`config.mk`:
```
export PLATFORM = sky130hd
export DESIGN_NAME = matmul_mac_engine
export DESIGN_NICKNAME = d
export VERILOG_FILES = /design/src/rtl/matmul_mac_engine.sv
export SDC_FILE = /design/constraint.sdc
export NUM_CORES = 1
export LEC_CHECK = 0
export CORE_MARGIN = 8
export CORE_UTILIZATION = 25
export DETAILED_ROUTE_END_ITERATION = 12
export PLACE_DENSITY = 0.44
export SLEW_MARGIN = 15
export SYNTH_ARGS = -nofsm -noshare
export SYNTH_HDL_FRONTEND = slang
export SYNTH_SLANG_ARGS = --single-unit
```
`constraint.sdc`:
```
create_clock -name clk -period 3.5 [get_ports clk]
set_clock_uncertainty 0.2 [all_clocks]
set_input_delay 0.35 -clock clk [delete_from_list [all_inputs] [get_ports clk]]
set_output_delay 0.35 -clock clk [all_outputs]
set_load 0.01 [all_outputs]
```
`src/rtl/matmul_mac_engine.sv`:
```
// matmul_mac_engine: computes C = A x B (or C += A x B) for NxN signed matrices
// held in external synchronous-read RAMs, using one MAC and a pipelined read path.
//
// Ports:
//   clk          rising-edge clock
//   reset        asynchronous active-low reset
//   start        begin an operation (sampled in IDLE only)
//   acc_mode     captured with start: 0 = C = AxB, 1 = C += AxB
//   a_addr/a_rdata  A RAM read port (1-cycle latency), A(j,k) at j+N*k
//   b_addr/b_rdata  B RAM read port (1-cycle latency), B(k,i) at k+N*i
//   c_addr       C RAM address (read at k=0 and write in WRITE), C(j,i) at N*i+j
//   c_rdata      C RAM read data (1-cycle latency), used as base in acc_mode
//   c_we/c_wdata C RAM write strobe and data
//   busy         high in ISSUE, LAST and WRITE
//   done         one-cycle pulse after the final element is written
//   ovf          sticky signed overflow of the accumulator, cleared on start
//   clock_count  cycles spent in ISSUE, LAST and WRITE for the current run
module matmul_mac_engine #(
    parameter int unsigned N    = 8,
    parameter int unsigned DW   = 8,
    parameter int unsigned ACCW = 2*DW + $clog2(N),
    parameter int unsigned AW   = $clog2(N*N),
    parameter int unsigned CNTW = 16
) (
    input  logic            clk,
    input  logic            reset,
    input  logic            start,
    input  logic            acc_mode,
    output logic [AW-1:0]   a_addr,
    input  logic [DW-1:0]   a_rdata,
    output logic [AW-1:0]   b_addr,
    input  logic [DW-1:0]   b_rdata,
    output logic [AW-1:0]   c_addr,
    input  logic [ACCW-1:0] c_rdata,
    output logic            c_we,
    output logic [ACCW-1:0] c_wdata,
    output logic            busy,
    output logic            done,
    output logic            ovf,
    output logic [CNTW-1:0] clock_count
);

    localparam int unsigned IW = (N > 1) ? $clog2(N) : 1;
    localparam int unsigned PW = 2*DW;

    typedef enum logic [2:0] {
        S_IDLE,
        S_ISSUE,
        S_LAST,
        S_WRITE,
        S_DONE
    } state_e;

    state_e                 state_q, state_d;
    logic [IW-1:0]          i_q, i_d;
    logic [IW-1:0]          j_q, j_d;
    logic [IW-1:0]          k_q, k_d;
    logic                   mode_q, mode_d;
    logic signed [ACCW-1:0] acc_q, acc_d;
    logic                   ovf_q, ovf_d;
    logic                   busy_q, busy_d;
    logic                   done_q, done_d;
    logic                   c_we_q, c_we_d;
    logic [AW-1:0]          a_addr_q, a_addr_d;
    logic [AW-1:0]          b_addr_q, b_addr_d;
    logic [AW-1:0]          c_addr_q, c_addr_d;
    logic [CNTW-1:0]        cnt_q, cnt_d;

    // MAC datapath: product of the returning A/B pair added to acc or to the base
    logic signed [PW-1:0]   prod_c;
    logic signed [ACCW-1:0] prod_ext_c;
    logic signed [ACCW-1:0] base_c;
    logic signed [ACCW-1:0] lhs_c;
    logic signed [ACCW-1:0] sum_c;
    logic                   first_c;
    logic                   step_c;
    logic                   step_ovf_c;

    assign prod_c     = PW'(signed'(a_rdata)) * PW'(signed'(b_rdata));
    assign prod_ext_c = ACCW'(prod_c);
    assign base_c     = mode_q ? signed'(c_rdata) : '0;

    // Data for k=0 returns while k_q==1; that cycle seeds acc from the base.
    assign first_c    = (state_q == S_ISSUE) && (k_q == IW'(1));
    assign step_c     = ((state_q == S_ISSUE) && (k_q != '0)) || (state_q == S_LAST);
    assign lhs_c      = first_c ? base_c : acc_q;
    assign sum_c      = lhs_c + prod_ext_c;

    // Signed overflow: operands agree in sign but the wrapped sum does not.
    assign step_ovf_c = (lhs_c[ACCW-1] == prod_ext_c[ACCW-1]) &&
                        (sum_c[ACCW-1] != lhs_c[ACCW-1]);

    // Next-state, loop counters and datapath updates
    always_comb begin
        state_d = state_q;
        i_d     = i_q;
        j_d     = j_q;
        k_d     = k_q;
        mode_d  = mode_q;
        acc_d   = acc_q;
        ovf_d   = ovf_q;
        cnt_d   = cnt_q;

        if (step_c) begin
            acc_d = sum_c;
            ovf_d = ovf_q | step_ovf_c;
        end

        if ((state_q == S_ISSUE) || (state_q == S_LAST) || (state_q == S_WRITE)) begin
            cnt_d = cnt_q + CNTW'(1);
        end

        unique case (state_q)
            S_IDLE: begin
                if (start) begin
                    mode_d  = acc_mode;
                    ovf_d   = 1'b0;
                    cnt_d   = '0;
                    i_d     = '0;
                    j_d     = '0;
                    k_d     = '0;
                    state_d = S_ISSUE;
                end
            end
            S_ISSUE: begin
                if (k_q == IW'(N-1)) begin
                    k_d     = '0;
                    state_d = S_LAST;
                end else begin
                    k_d = k_q + IW'(1);
                end
            end
            S_LAST: begin
                state_d = S_WRITE;
            end
            S_WRITE: begin
                k_d = '0;
                if (j_q == IW'(N-1)) begin
                    j_d = '0;
                    if (i_q == IW'(N-1)) begin
                        i_d     = '0;
                        state_d = S_DONE;
                    end else begin
                        i_d     = i_q + IW'(1);
                        state_d = S_ISSUE;
                    end
                end else begin
                    j_d     = j_q + IW'(1);
                    state_d = S_ISSUE;
                end
            end
            S_DONE: begin
                state_d = S_IDLE;
            end
            default: begin
                state_d = S_IDLE;
            end
        endcase
    end

    // Registered outputs derived from the upcoming state and counters.
    // Addresses track the next counters so they are valid throughout each cycle;
    // c_addr holds N*i+j for the whole element (read at k=0, write in WRITE).
    always_comb begin
        a_addr_d = AW'({k_d, j_d});
        b_addr_d = AW'({i_d, k_d});
        c_addr_d = AW'({i_d, j_d});
        c_we_d   = (state_d == S_WRITE);
        busy_d   = (state_d == S_ISSUE) || (state_d == S_LAST) || (state_d == S_WRITE);
        done_d   = (state_q == S_DONE);
    end

    // State and datapath registers
    always_ff @(posedge clk or negedge reset) begin
        if (!reset) begin
            state_q  <= S_IDLE;
            i_q      <= '0;
            j_q      <= '0;
            k_q      <= '0;
            mode_q   <= 1'b0;
            acc_q    <= '0;
            ovf_q    <= 1'b0;
            cnt_q    <= '0;
            busy_q   <= 1'b0;
            done_q   <= 1'b0;
            c_we_q   <= 1'b0;
            a_addr_q <= '0;
            b_addr_q <= '0;
            c_addr_q <= '0;
        end else begin
            state_q  <= state_d;
            i_q      <= i_d;
            j_q      <= j_d;
            k_q      <= k_d;
            mode_q   <= mode_d;
            acc_q    <= acc_d;
            ovf_q    <= ovf_d;
            cnt_q    <= cnt_d;
            busy_q   <= busy_d;
            done_q   <= done_d;
            c_we_q   <= c_we_d;
            a_addr_q <= a_addr_d;
            b_addr_q <= b_addr_d;
            c_addr_q <= c_addr_d;
        end
    end

    assign a_addr      = a_addr_q;
    assign b_addr      = b_addr_q;
    assign c_addr      = c_addr_q;
    assign c_we        = c_we_q;
    assign c_wdata     = acc_q;
    assign busy        = busy_q;
    assign done        = done_q;
    assign ovf         = ovf_q;
    assign clock_count = cnt_q;

endmodule

```
=== Yosys cells after proc, flatten, opt, wreduce, memory -nomap -nowiden ===
Cells that the tools add are included.

* Register bits after elaboration: 70
* Input bits: 39
* Output and inout bits: 57

* $add $sub $neg: 5
* Multiply operators: 1
* Equality and inequality tests: 13
* Mux-type cells: 23
* Bitwise gates (word level): 1
* Reduce and logical (&&, ||, !) cells: 11

{| class="wikitable"
|+ Operator list
! operator !! count
|-
| 16-bit two-way mux || 3
|-
| 19-bit two-way mux || 2
|-
| 3-bit two-way mux || 11
|-
| 19-bit by 16-bit adder with 19-bit output || 1
|-
| 16-bit by 1-bit adder with 16-bit output (second input constant) || 1
|-
| 8-bit by 8-bit multiplier with 16-bit output || 1
|-
| 3-bit by 2-bit == test with 1-bit output (second input constant) || 4
|-
| 3-bit == test (second input constant) || 4
|-
| 3-bit one-hot mux with 2 select lines || 2
|-
| 3-bit one-hot mux with 4 select lines || 1
|-
| 3-bit by 1-bit adder with 3-bit output (second input constant) || 3
|-
| 3-bit by 1-bit == test with 1-bit output (second input constant) || 3
|-
| 3-bit one-hot mux with 3 select lines || 1
|-
| 1-bit logical OR || 5
|-
| 1-bit logical AND || 3
|-
| 3-bit logical NOT || 1
|-
| 1-bit two-way mux || 3
|-
| 3-bit nonzero test || 1
|-
| 2-bit AND reduction || 1
|-
| 1-bit == test || 1
|-
| 1-bit != test || 1
|-
| 1-bit OR || 1
|}

=== Logic depth before layout (Yosys ltp) ===
Gate-level depths: netlist of the first run.

* Depth in word-level cells: 10
* Depth in mapped cells: 25
* Mapped depth without buffers: 25

=== Least setup slack after synthesis of the first run ===
No wires, ideal clock.

* Path kind: input to register
* Start: in b_rdata[3]
* End: reg acc_q[16], in the netlist c_wdata[16]
* Library setup time: 0.131 ns
* Arrival: 5.771 ns
* Data required time: 3.169 ns
* Path slack: -2.603 ns
* Stages on the path: 21
* Buffers on the path: 0
* Path through: and2_1 fa_1 inv_1 fa_1 inv_1 fa_1 inv_1 fa_1 inv_1 ha_1 and4_4 or2_1 o221ai_1 a21boi_0 ha_1 and2_1 o21ai_0 a21oi_1 or3_4 nand4_1 or3b_1

* Cells in the longest elaborated chain, start to end: 2

{| class="wikitable"
|+ RTL lines
! item !! RTL line !! source
|-
| from (decl) || 32 || <nowiki>input logic [DW-1:0] b_rdata,</nowiki>
|-
| 8-bit by 8-bit multiplier with 16-bit output || 79 || <nowiki>assign prod_c = PW'(signed'(a_rdata)) * PW'(signed'(b_rdata));</nowiki>
|-
| 19-bit by 16-bit adder with 19-bit output || 87 || <nowiki>assign sum_c = lhs_c + prod_ext_c;</nowiki>
|-
| to (signal assigned) || 181 || <nowiki>acc_q <= '0;</nowiki>
|-
| to (signal assigned) || 196 || <nowiki>acc_q <= acc_d;</nowiki>
|-
| to (decl) || 59 || <nowiki>logic signed [ACCW-1:0] acc_q, acc_d;</nowiki>
|}

Every way passes these cells.
A chain may end at the register's enable or synchronous reset.

=== Worst setup path in the final report of the first run ===
* Start: in b_rdata[2]
* End: reg ovf_q, in the netlist ovf

* Cells in the longest elaborated chain, start to end: 8
* Elaborated cells on any way between the ends: 9
* Classes of those cells: 1 x add/sub; 1 x mul; 2 x eq/ne; 3 x mux; 1 x bitwise; 1 x reduce/logical

{| class="wikitable"
|+ RTL lines
! item !! RTL line !! source
|-
| 8-bit by 8-bit multiplier with 16-bit output (*) || 79 ||
|-
| 19-bit by 16-bit adder with 19-bit output || 87 ||
|-
| 1-bit != test || 91 || <nowiki>(sum_c[ACCW-1] != lhs_c[ACCW-1]);</nowiki>
|-
| 1-bit logical AND (*) || 90 || <nowiki>assign step_ovf_c = (lhs_c[ACCW-1] == prod_ext_c[ACCW-1]) &&</nowiki>
|-
| 1-bit OR (*) || 106 || <nowiki>ovf_d = ovf_q | step_ovf_c;</nowiki>
|-
| 1-bit two-way mux (*) || 104 || <nowiki>if (step_c) begin</nowiki>
|-
| 1-bit two-way mux || 115 || <nowiki>if (start) begin</nowiki>
|-
| 1-bit two-way mux (*) || 113 || <nowiki>unique case (state_q)</nowiki>
|-
| named net ovf_d || 60 || <nowiki>logic ovf_q, ovf_d;</nowiki>
|-
| to (signal assigned) || 197 || <nowiki>ovf_q <= ovf_d;</nowiki>
|-
| to (decl) || 60 ||
|}

Mark *: on every way through the listed nets, which the timed path passes. The rest lies on a longest branch.

==> impl_metrics.json, run 1 <==
{
  "drive_gt1_frac": 0.327,
  "status": "finished with violations",
  "relSlewSlack": 0.494,
  "num_vias": 5246,
  "finalCriticalPeriod_ns": 5.58,
  "insertion_delay_ns": 0.29,
  "holdCritPathClass": "register to register",
  "rows": 57,
  "avgSynthCellArea_um2": 8.76,
  "yosys.area.top_type": "dfrtp_1",
  "ys_seq_area_frac": 0.215,
  "drtPass1Iterations": 4,
  "cts_max_level": 2,
  "cp_slowest_stage_delay_ns": 0.54,
  "hold_ws_ns": 0.313,
  "start_kind": "input port",
  "fin_setup_tns_ns": -20.55,
  "diodes": 0,
  "postRouteAntennaNets": 0,
  "syn_inst": 690,
  "yosys.cell_count.top_type": "inv_1",
  "grt_max_degree": 37,
  "async_flop_share": 1.00,
  "cts_buffers": 5,
  "critPathKind": "input port to register",
  "root_buffer": "clkbuf_16",
  "drt_iter0_markers": 181,
  "io_pins": 96,
  "grt.total_usage": 0.117,
  "grt_overflow": 0,
  "min_to": "c_wdata[0]",
  "clkSlewWorstSetupHoldPaths_ns": 0.07,
  "io_buffer_count": 95,
  "slew_violations": 0,
  "synth_area_mm2": 0.00604,
  "synthToLayoutAreaGrowth_pct": 54.0,
  "min_path_cells": 2,
  "critPathMaxFanout": 4,
  "ff2ff_setup_slack_ns": -0.19,
  "rsz0062_at_grt": "yes",
  "hpwlAfterDp_mm": 13.6,
  "r2r-start": "state_q[1]",
  "finalNonFillerCells": 1230,
  "fmax_mhz": 179,
  "end_kind": "register",
  "synth_commonest_cells": "107 x inv_1, 84 x nand2_1, 56 x fa_1, 55 x ha_1, 52 x dfrtp_1",
  "wirelength_mm": 16.6,
  "vias_per_cell": 4.27,
  "cts_tree": "yes",
  "wl_per_cell_um": 13.5,
  "die_h_um": 171,
  "cts_buffer_depth": 2,
  "grt_pass1_vias": 5758,
  "grt_pass1_wl_mm": 28.3,
  "synth_edf_count": 0,
  "synth_cell_types": 64,
  "fin_ws_ns": -2.08,
  "ys.flop_type": "dfrtp_1",
  "ys_seq_elements": 52,
  "synthTopCellsByArea": "dfrtp_1 22%, fa_1 19%, ha_1 11%, inv_1 6.6%, nand2_1 5.2%",
  "setup_viol": 15,
  "slowest_stage": "fa_1",
  "clkSinkCount": 52,
  "dp.cells": 1199,
  "hold_viol": 0,
  "drc": 0,
  "arrival_ns": 5.55,
  "die-width_um": 171,
  "hold_path.startpoint": "c_wdata[0]",
  "synthDominantCellAreaShare": 0.215,
  "yosysWarnings": 0,
  "r2r_end": "c_wdata[16]",
  "antenna_found_initial": 0,
  "cp_data_required_time_ns": 3.47,
  "violations": "negative setup slack",
  "start_util": 0.251,
  "place_area_mm2": 0.00840,
  "nets": 1055,
  "gp_congestion": 0.762,
  "core-area_mm2": 0.0240,
  "post-route-period-util": 1.59,
  "final_area_mm2": 0.00931,
  "r2r_cells": 13,
  "dieArea_mm2": 0.0294,
  "synth_fp_nets": 840,
  "tightest_slew_ns": 0.758,
  "cap_violations": 0
}
[placed cells by master, fill, tap and decap left out, types with 4 or more instances in the layout]
| cell | synthesis | layout |
|---|---|---|
| a21o_1 | 8 | 8 |
| a21oi_1 | 19 | 6 |
| a21oi_2 | 0 | 11 |
| a22o_1 | 7 | 7 |
| and2_1 | 49 | 34 |
| and2_4 | 0 | 15 |
| and3_1 | 6 | 6 |
| buf_2 | 1 | 4 |
| buf_4 | 9 | 110 |
| buf_6 | 0 | 33 |
| buf_8 | 0 | 4 |
| clkbuf_16 | 0 | 5 |
| clkdlybuf4s50_1 | 0 | 78 |
| dfrtp_1 | 52 | 52 |
| fa_1 | 56 | 52 |
| fa_2 | 0 | 4 |
| ha_1 | 55 | 36 |
| ha_4 | 0 | 16 |
| inv_1 | 107 | 89 |
| inv_2 | 0 | 18 |
| mux2i_1 | 4 | 4 |
| nand2_1 | 84 | 77 |
| nand2_2 | 0 | 5 |
| nand3_1 | 10 | 8 |
| nor2_1 | 39 | 35 |
| nor2_2 | 0 | 4 |
| nor2b_1 | 11 | 9 |
| nor3_1 | 9 | 6 |
| o21ai_0 | 40 | 24 |
| o21ai_1 | 1 | 14 |
| xnor2_1 | 17 | 12 |
| xnor2_2 | 0 | 5 |
| xor2_1 | 23 | 20 |
[layout make-up]
| type | count | area [um^2] |
|---|---|---|
| Multi-Input combinational cell | 508 | 4930 |
| Timing Repair Buffer | 231 | 2090 |
| Clock inverter | 1 | 30.0 |
| Inverter | 107 | 402 |
| Clock buffer | 7 | 153 |
| Sequential cell | 52 | 1300 |
| Tap cell | 324 | 405 |
| Fill cell | 2434 | 14700 |
[metal layers]
layer  track usage  routed length, um  share of wire
met1         0.155               7780           0.47
met2         0.205               8240           0.50
met3        0.0179                504          0.030
met4        0.0117                 62         0.0037
met5             0                  0              0
[cell families after synthesis]
family                   Yosys count  share of synthesized area
flip-flops                        52                      0.215
multiplexers                       7                     0.0122
adder cells (fa/ha/maj)          111                      0.299
buffers and inverters            130                     0.0882
AO/OA/AOI/OAI                    118                      0.135
XOR/XNOR                          40                     0.0580
AND/OR/NAND/NOR                  232                      0.192
[worst max-delay path, delay by kind of cell]
kind                       cells  cell delay [ns]
and+or+nand+nor                4             0.35
adders and majority gates      6             2.56
AOI/OAI and AO/OA              7             1.47
buffers and inverters          9             0.79
[through the flow]
step	util	setup slack, ns
after floorplan	-	-2.04
after global placement	0.349	-2.89
after detailed placement	0.349	-2.96
after CTS	0.375	-2.11
after global routing	0.387	-2.31
final	0.387	-2.08
[repair_timing]
action / CTS / global route
endpoints found under the hold margin: 30 / 0
pin swaps: 65 / 55
setup endpoints to repair: 16 / 15
hold buffers: 1 / 0
buffers inserted: 23 / 5
resized for setup: 163 / 58
[worst max path at each step]
| stage | start | to | cells after the start | slack, ns |
|---|---|---|---|---|
| final | b_rdata[2] | ovf | 26 | -2.08 |
| after global routing | b_rdata[2] | c_wdata[16] | 24 | -2.31 |
| after CTS | a_rdata[5] | c_wdata[16] | 24 | -2.11 |
| after detailed placement | b_rdata[7] | c_wdata[16] | 21 | -2.96 |
| after global placement | a_rdata[7] | c_wdata[16] | 21 | -2.89 |
| after floorplan | b_rdata[2] | c_wdata[16] | 23 | -2.04 |
Power of run 1 is left out: the tool's default activity adds up to more than one toggle a clock period on the data nets, which glitch-free logic cannot reach.
==> run 2, diff against run 1 <==
--- a/config.mk
+++ b/config.mk
@@ -8,7 +8,7 @@
 export CORE_MARGIN = 8
 export CORE_UTILIZATION = 25
 export DETAILED_ROUTE_END_ITERATION = 12
-export PLACE_DENSITY = 0.44
+export PLACE_DENSITY = 0.55
 export SLEW_MARGIN = 15
 export SYNTH_ARGS = -nofsm -noshare
 export SYNTH_HDL_FRONTEND = slang
==> constraint.sdc (replaced) <==
create_clock -name clk -period 6.2 [get_ports clk]
set_clock_uncertainty 0.2 [all_clocks]
set_input_delay 0.62 -clock clk [delete_from_list [all_inputs] [get_ports clk]]
set_output_delay 0.62 -clock clk [all_outputs]
set_load 0.01 [all_outputs]
==> impl_metrics.json, run 2 (same netlist as run 1, synthesis figures left out) <==
{
  "nets": 1013,
  "die_h_um": 171,
  "cp_slowest_stage_delay_ns": 0.55,
  "cp_data_required_time_ns": 6.18,
  "hpwlAfterDp_mm": 12.9,
  "core-area_mm2": 0.0240,
  "fin_ws_ns": 0.197,
  "fin_setup_tns_ns": 0,
  "critPathKind": "input port to register",
  "drtPass1Iterations": 5,
  "cts_buffers": 5,
  "arrival_ns": 5.98,
  "dieArea_mm2": 0.0294,
  "synthToLayoutAreaGrowth_pct": 38.4,
  "finalCriticalPeriod_ns": 6.00,
  "drt_iter0_markers": 182,
  "end_kind": "register",
  "cts_buffer_depth": 2,
  "diodes": 0,
  "cts_max_level": 2,
  "grt.total_usage": 0.109,
  "clkSinkCount": 52,
  "critPathMaxFanout": 6,
  "slowest_stage": "fa_1",
  "root_buffer": "clkbuf_16",
  "vias_per_cell": 4.34,
  "rows": 57,
  "wirelength_mm": 15.6,
  "fillers": 2524,
  "grt_pass1_wl_mm": 26.2,
  "drc": 0,
  "post-route-period-util": 0.968,
  "slew_violations": 0,
  "layout_common_cells": "100 x inv_1, 92 x buf_4, 83 x nand2_1",
  "setup_viol": 0,
  "io_buffer_count": 95,
  "insertion_delay_ns": 0.29,
  "grt_overflow": 0,
  "hold_ws_ns": 0.236,
  "tightest_slew_ns": 0.771,
  "utilization": 0.348,
  "antenna_found_initial": 0,
  "relSlewSlack": 0.486,
  "postRouteAntennaNets": 0,
  "start_kind": "input port",
  "clkSlewWorstSetupHoldPaths_ns": 0.07,
  "grt_pass1_vias": 5360,
  "cap_violations": 0,
  "drive_gt1_frac": 0.211,
  "num_vias": 5149,
  "hold_viol": 0,
  "io_pins": 96,
  "wl_per_cell_um": 13.1,
  "grt_max_degree": 53,
  "gp_congestion": 0.847,
  "layout_commonest_cell": "inv_1",
  "die-width_um": 171,
  "fmax_mhz": 167,
  "hold_buffers": 0,
  "start_util": 0.251,
  "status": "finished, final reports clean",
  "cp_cell_sequence": "clkbuf_2 -> buf_4 -> nor2b_1 -> fa_1 -> inv_1 -> fa_1 -> inv_1 -> fa_1 -> inv_1 -> fa_1 -> inv_1 -> ha_4 -> and4_4 -> a21o_1 -> a2111oi_4 -> o311a_4 -> nor2_4 -> inv_2 -> ha_1 -> a21o_1 -> or3_4 -> nand4_1 -> or3b_1",
  "pre_cts_ws_ns": -0.676,
  "cts_tree": "yes",
  "holdCritPathClass": "input port to asynchronous set/reset pin"
}
==> run 2: cell types whose count changed in the layout (fill, tap and decap cells not counted), sizes merged <==
cell / previous run / this run
dlygate4sd3: 1 / 0
clkbuf: 7 / 19
buf: 152 / 95
clkdlybuf4s15: 0 / 2
bufinv: 1 / 2
==> run 2: routing by layer <==
metal | vias to the layer above | global-route usage | routed length (um)
li1 | 2587 | - | -
met4 | 0 | 0.0178 | 164
met1 | 2497 | 0.135 | 6940
met2 | 57 | 0.201 | 8010
met3 | 8 | 0.0131 | 479
met5 | - | 0 | 0
==> run 2: layout make-up <==
| type | count | area (um^2) | area share |
|---|---|---|---|
| inverter | 107 | 402 | 0.0480 |
| clock inverter | 2 | 60.1 | 0.00718 |
| clock buffer | 5 | 125 | 0.0150 |
| timing repair buffer | 189 | 1590 | 0.190 |
| tap | 324 | 405 | 0.0485 |
| multi-input combinational | 508 | 4480 | 0.536 |
| sequential | 52 | 1300 | 0.156 |
==> run 2: final timing paths <==
kind / startpoint / endpoint / slack (ns) / cells after the start
worst max-delay path: b_rdata[7] / c_wdata[16] / 0.20 / 23
worst min-delay path: reset / clock_count[11] / 0.24 / 2
worst max register to register: state_q[2] / c_wdata[16] / 1.79 / 12
worst min register to register: c_wdata[0] / c_wdata[0] / 0.31 / 2
max in group asynchronous: reset / asynchronous set/reset pin / 5.09 / 2
min in group clk: c_wdata[0] / c_wdata[0] / 0.31 / 2
==> run 2: through the flow <==
| stage | instances | area [um^2] |
|---|---|---|
| finish | 1187 | 8370 |
| detailed placement | 1172 | 7940 |
| global route | 1187 | 8370 |
| global placement | 1172 | 7940 |
| floorplan | 690 | 6070 |
| CTS | 1182 | 8260 |
==> run 2: worst max-delay path, delay by kind of cell <==
kind	cells	cell delay, ns
simple gates	6	1.28
fa+ha+maj	6	2.68
compound gates	4	0.84
buf+inv	7	0.56
==> run 2: repair_timing <==
action                                  in CTS  in global routing
endpoints found under the setup margin       5                  5
gates resized for setup                     40                 59
setup buffers                                3                  6
pin swaps                                   20                 34
Power of run 2 is left out for the same reason.
